<file path="config.mk">
export PLATFORM = sky130hd
export DESIGN_NAME = ui_param_loader
export DESIGN_NICKNAME = d
export VERILOG_FILES = /design/src/rtl/ui_param_loader.sv
export SDC_FILE = /design/constraint.sdc
export NUM_CORES = 1
export LEC_CHECK = 0
export CAP_MARGIN = 20
export CELL_PAD_IN_SITES_DETAIL_PLACEMENT = 0
export CELL_PAD_IN_SITES_GLOBAL_PLACEMENT = 1
export CORE_AREA = 5 5 70 97
export CTS_CLUSTER_DIAMETER = 30
export DETAILED_ROUTE_END_ITERATION = 8
export DIE_AREA = 0 0 75 102
export PLACE_DENSITY = 0.85
export SLEW_MARGIN = 15
export SYNTH_ARGS = -nofsm -noshare
export SYNTH_HDL_FRONTEND = slang
export SYNTH_SLANG_ARGS = --single-unit
</file>
<file path="constraint.sdc">
create_clock -name clk_in -period 2.3 [get_ports clk_in]
set_input_delay 0.46 -clock clk_in [delete_from_list [all_inputs] [get_ports clk_in]]
set_output_delay 0.46 -clock clk_in [all_outputs]
set_load 0.05 [all_outputs]
</file>
<file path="src/rtl/ui_param_loader.sv">
// ui_param_loader: waits for UI switches to settle after a change trigger,
// snapshots them and streams each FIELD_W-bit field to the core's parameter
// bank as a valid/ready write beat (addr = field index, data = field value).
// Optional build macro UI_PARAM_DIFF_EN: only fields that differ from the last
// accepted value are sent, tracked in a per-field shadow register.
module ui_param_loader #(
  parameter int SETTLE_CYCLES = 100000,
  parameter int NUM_FIELDS    = 4,
  parameter int FIELD_W       = 4,
  localparam int AW = (NUM_FIELDS > 1) ? $clog2(NUM_FIELDS) : 1,
  localparam int CW = $clog2(SETTLE_CYCLES + 1)
) (
  input  logic                          clk_in,
  input  logic                          rst_n_in,
  input  logic [NUM_FIELDS*FIELD_W-1:0] sw_in,
  input  logic                          update_trig_in,
  output logic                          param_valid_out,
  input  logic                          param_ready_in,
  output logic [AW-1:0]                 param_addr_out,
  output logic [FIELD_W-1:0]            param_data_out,
  output logic                          busy_out
);

  typedef enum logic [1:0] {IDLE, SETTLE, SEND} state_e;

  state_e                              state_q;
  logic [CW-1:0]                       cnt_q;
  logic [NUM_FIELDS-1:0][FIELD_W-1:0]  snap_q;
  logic [NUM_FIELDS-1:0][FIELD_W-1:0]  sw_f;
  logic [AW-1:0]                       idx_q;
  logic                                pend_q;
  logic                                valid_q;
  logic                                busy_q;
  logic [AW-1:0]                       addr_q;
  logic [FIELD_W-1:0]                  data_q;
`ifdef UI_PARAM_DIFF_EN
  logic [NUM_FIELDS-1:0][FIELD_W-1:0]  shadow_q;
`endif

  // Fields to send: at capture (live switches) and during the burst (snapshot)
  logic [NUM_FIELDS-1:0] cap_mask, snap_mask;
  logic [AW-1:0]         first_idx, nxt_idx;
  logic                  cap_any, nxt_found;

  assign sw_f = sw_in;

  // Per-field send masks; without the diff feature every field is sent
  always_comb begin
    cap_mask  = '1;
    snap_mask = '1;
`ifdef UI_PARAM_DIFF_EN
    for (int i = 0; i < NUM_FIELDS; i++) begin
      cap_mask[i]  = (sw_f[i]   != shadow_q[i]);
      snap_mask[i] = (snap_q[i] != shadow_q[i]);
    end
`endif
  end

  // Lowest field to send at capture, and next field above the current index
  always_comb begin
    first_idx = '0;
    cap_any   = 1'b0;
    nxt_idx   = idx_q;
    nxt_found = 1'b0;
    for (int i = NUM_FIELDS-1; i >= 0; i--) begin
      if (cap_mask[i]) begin
        first_idx = AW'(i);
        cap_any   = 1'b1;
      end
    end
    for (int i = NUM_FIELDS-1; i >= 0; i--) begin
      if (snap_mask[i] && (i > int'(idx_q))) begin
        nxt_idx   = AW'(i);
        nxt_found = 1'b1;
      end
    end
  end

  // Control FSM with registered outputs; the first SEND cycle loads the beat
  always_ff @(posedge clk_in or negedge rst_n_in) begin
    if (!rst_n_in) begin
      state_q  <= IDLE;
      cnt_q    <= '0;
      snap_q   <= '0;
      idx_q    <= '0;
      pend_q   <= 1'b0;
      valid_q  <= 1'b0;
      busy_q   <= 1'b0;
      addr_q   <= '0;
      data_q   <= '0;
`ifdef UI_PARAM_DIFF_EN
      shadow_q <= '0;
`endif
    end else begin
      case (state_q)
        IDLE: begin
          if (update_trig_in) begin
            state_q <= SETTLE;
            cnt_q   <= '0;
            busy_q  <= 1'b1;
          end
        end
        SETTLE: begin
          if (update_trig_in) begin
            cnt_q <= '0;                       // debounce restart
          end else if (cnt_q == CW'(SETTLE_CYCLES-1)) begin
            cnt_q  <= '0;
            snap_q <= sw_f;
            idx_q  <= first_idx;
            if (cap_any) begin
              state_q <= SEND;
            end else begin
              state_q <= IDLE;                 // nothing changed, no beats
              busy_q  <= 1'b0;
            end
          end else begin
            cnt_q <= cnt_q + 1'b1;
          end
        end
        SEND: begin
          if (update_trig_in) pend_q <= 1'b1;
          if (!valid_q) begin
            valid_q <= 1'b1;
            addr_q  <= idx_q;
            data_q  <= snap_q[idx_q];
          end else if (param_ready_in) begin
`ifdef UI_PARAM_DIFF_EN
            shadow_q[idx_q] <= snap_q[idx_q];
`endif
            if (nxt_found) begin
              idx_q  <= nxt_idx;
              addr_q <= nxt_idx;
              data_q <= snap_q[nxt_idx];
            end else begin
              valid_q <= 1'b0;
              addr_q  <= '0;
              data_q  <= '0;
              idx_q   <= '0;
              pend_q  <= 1'b0;
              if (pend_q || update_trig_in) begin
                state_q <= SETTLE;
                cnt_q   <= '0;
              end else begin
                state_q <= IDLE;
                busy_q  <= 1'b0;
              end
            end
          end
        end
        default: begin
          state_q <= IDLE;
          busy_q  <= 1'b0;
          valid_q <= 1'b0;
        end
      endcase
    end
  end

  assign param_valid_out = valid_q;
  assign param_addr_out  = addr_q;
  assign param_data_out  = data_q;
  assign busy_out        = busy_q;

endmodule

</file>
==> summary.txt, run 1 <==
Run status
  • Status: completed

Power and ir drop
  • Total power: 1.71 mW
  • Leakage: 1.25 nW
  • Worst VDD drop: about 330 uV
  • Power Density: 574 nW/um^2

Global routing
  • GRT busiest layer: met2
  • Initial antenna violation count: 0
  • Largest net degree at the start of global routing: 30
  • Total GRT Usage: 15.6%
  • Vias in the first global route: between 1500 and 2000
  • GRT met2 Usage: 25.5%
  • Met1 usage: roughly a fifth
  • GRT met3 Usage: 3.15%
  • Grt ovf: 0
  • First-pass GRT wire length: 9370 um

STA
  • Final Hold Viols: 0
  • Final setup viols: 0
  • Setup TNS: 0 ps
  • Clock Skews: 12.5 ps
  • Relative slew margins: 35.4%
  • RSZ-0062 raised after global routing: false
  • Slew Viols, Final: 0
  • Worst setup margin: 196 ps
  • Crit path time final: 2100 ps
  • Tightest Pin Transition: a little under 1000 ps
  • Period utilisation layout: 91.5%
  • Hold slack: 528 ps
  • Achievable frequency: 475 MHz

Worst setup path
  • WP buf/inv: 1
  • Setup Crit Path Kind: reg2out
  • Crit path capture type: output port
  • WP data arrival: roughly 1600 ps
  • Slowest Stage Delay on Critical Path: 850 ps
  • Crit Path Max Fanout: 7
  • Sequence of cells on the critical path: clkdlybuf4s50_1
  • Worst Path Required: 1840 ps
  • CP delay by family, top: buffers and inverters
  • Reg2Reg Setup Slack: roughly 240 ps
  • Slowest CP cell: clkdlybuf4s50_1
  • Worst setup SP type: flop

Clock network
  • H-Tree Depth: 2
  • Root Buffer: clkbuf_8
  • # clock sinks: 46
  • TritonCTS Buffers: 5
  • Post_cts resized: 0
  • CTS tree: done
  • Worst skew pair latency: 300 ps
  • Clk slew on worst S/H paths: approximately 90 ps
  • Clock buffer depth: 2
  • # Post-CTS Setup Buffers: 0
  • Post-CTS Hold Fix Bufs: 1

Finish
  • Ant. Diodes: 0
  • Fraction of layout cells with a size suffix above 1: 23.3%
  • Fin cells: 328
  • Area Overhead vs Synth: 17.7%
  • Fillers: 504
  • Fin nets: 281

Detailed routing
  • DR iter-0 viols: 125
  • WL final: 5340 um
  • Via count: 1954
  • Antenna-violating nets left: 0
  • Drc violations: 0
  • Drt pass-1 iters: 4
  • WL/cell: 16.3 um
  • Vias per Instance: 5.96

Synthesis
  • Async S/R FF share, synth: 100%
  • Mapped Cells: 226
  • Synthesized area: 2540 um^2
  • Top post-synthesis cells by area: dfrtp_1 45%, mux2_2 7.1%, mux4_2 7.1%
  • Yosys reg bits: 46
  • Post-synthesis sequential area ratio: a little under half
  • Post-synth top area cell: dfrtp_1
  • Synth warnings: 0
  • Synth cell types: 50
  • Post-synth EDFFs: 0
  • Synth top area share: approximately 45%
  • Syn Area/Cell: ~11 um^2
  • Syn_nets: 250
  • Predominant post-synthesis flop cell: dfrtp_1

Die
  • # rows: 33
  • Core Box Area: roughly 5800 um^2
  • Die height: 102 um
  • Die Area: 7650 um^2
  • Starting Density: between 40% and 50%
  • I/O pins: 28
  • Die width: 75 um

Placement
  • Placed Cells: 319
  • Input/output buffers: 27
  • Final weighted congestion in routability-driven placement: 0.783
  • HPWL after detailed placement: between 3000 and 4000 um
  • Post-Place Worst Slack: 55.2 ps

Job
  • Total of max-cap violations: 0

Hold path
  • Worst min path class: in2async
[final timing paths]
check,endpoint,cells past startpoint,start
setup / recovery,param_valid_out,1,param_valid_out$_DFFE_PN0N_
hold / removal,snap_q[15]$_DFFE_PN0P_,2,rst_n_in
setup reg to reg,cnt_q[7]$_DFFE_PN0P_,4,idx_q[1]$_DFFE_PN0P_
hold reg to reg,param_addr_out[0]$_DFFE_PN0P_,2,param_addr_out[0]$_DFFE_PN0P_
max in group asynchronous,state_q[0]$_DFFE_PN0P_,3,rst_n_in
min in group clk_in,param_addr_out[0]$_DFFE_PN0P_,2,param_addr_out[0]$_DFFE_PN0P_
[state kept, by name (all words and copies together), names as in the netlist]
register / flops
pend_q: 1
idx_q: 2
state_q: 2
param_addr_out: 2
param_data_out: 4
cnt_q: 17
busy_out: 1
snap_q: 16
param_valid_out: 1
[cells in the mapped netlist (all sizes together) (2+ instances only)]
library cell  count
a21oi            12
a22oi             4
a31oi            20
a41oi             4
and3              2
and4              4
and4bb            2
buf               6
clkbuf            8
dfrtp            46
ha                4
inv               5
mux2             16
mux4              8
nand2            13
nand3            13
nand3b            6
nand4             7
nor2             10
nor3              6
nor4              2
o211ai            4
o21ai             5
or4b              2
[final cells by class]
type | instances | area (um^2) | share of cell area (%)
timing repair buffer | 38 | 363 | 12.1
multi-input combinational | 160 | 1270 | 42.6
tap | 70 | 87.6 | 2.93
clock inverter | 3 | 21.3 | 0.712
sequential | 46 | 1150 | 38.5
inverter | 6 | 22.5 | 0.754
clock buffer | 5 | 68.8 | 2.30
[cell usage in the layout, fill, tap and decap left out, types with 2 or more instances in the layout]
master            n
clkdlybuf4s50_1  26
mux4_2            8
a22oi_1           4
nor3_1            5
nand3_1          13
and4_2            2
nand3b_1          6
ha_1              4
a41oi_1           4
nor4_1            2
a21oi_1          12
nor2_1            9
mux2_2           16
a31oi_1          20
o21ai_0           5
clkbuf_8          5
and4_1            2
and4bb_2          2
nand4_1           6
o211ai_1          3
dfrtp_1          46
nand2_1          13
buf_4             9
inv_1             4
[where the power goes]
group	total, mW	internal (mW)	switching [mW]	leakage, nW
sequential	0.913	0.860	0.0533	0.602
clock	0.498	0.214	0.284	0.0441
combinational	0.302	0.139	0.163	0.602
[per-layer routing]
metal  share of wire (%)  routed length, um  up-vias
met5                   0                  0        -
met4                 1.2                 65        0
met3                 3.4                182        4
met2                  52               2790       29
met1                  43               2300      972
li1                    -                  -      949
[logic make-up (layout without fill, tap and decap cells)]
group / after synthesis / in the layout / synth area share [%]
AOI/OAI and AO/OA: 58 / 58 / 15.2
DFF: 46 / 46 / 45.4
muxes: 25 / 25 / 14.6
buffers and inverters: 20 / 52 / 4.68
adders and majority gates: 4 / 4 / 1.97
and+or+nand+nor: 73 / 73 / 18.2
[through the flow]
stage | util, % | area (um^2)
2_1_floorplan | - | 2540
5_1_grt | 51.3 | 2990
3_5_place_dp | 49.6 | 2890
6_report | 51.3 | 2990
4_1_cts | 51.3 | 2990
3_3_place_gp | 49.6 | 2890
Power figures use the tool's default switching activity.
==> inputs of run 2 (changes only) <==
- CTS_CLUSTER_DIAMETER: 30 -> 80
==> results of run 2 <==
Same layout as run 1: the final DEF is identical, and so are final timing and power.
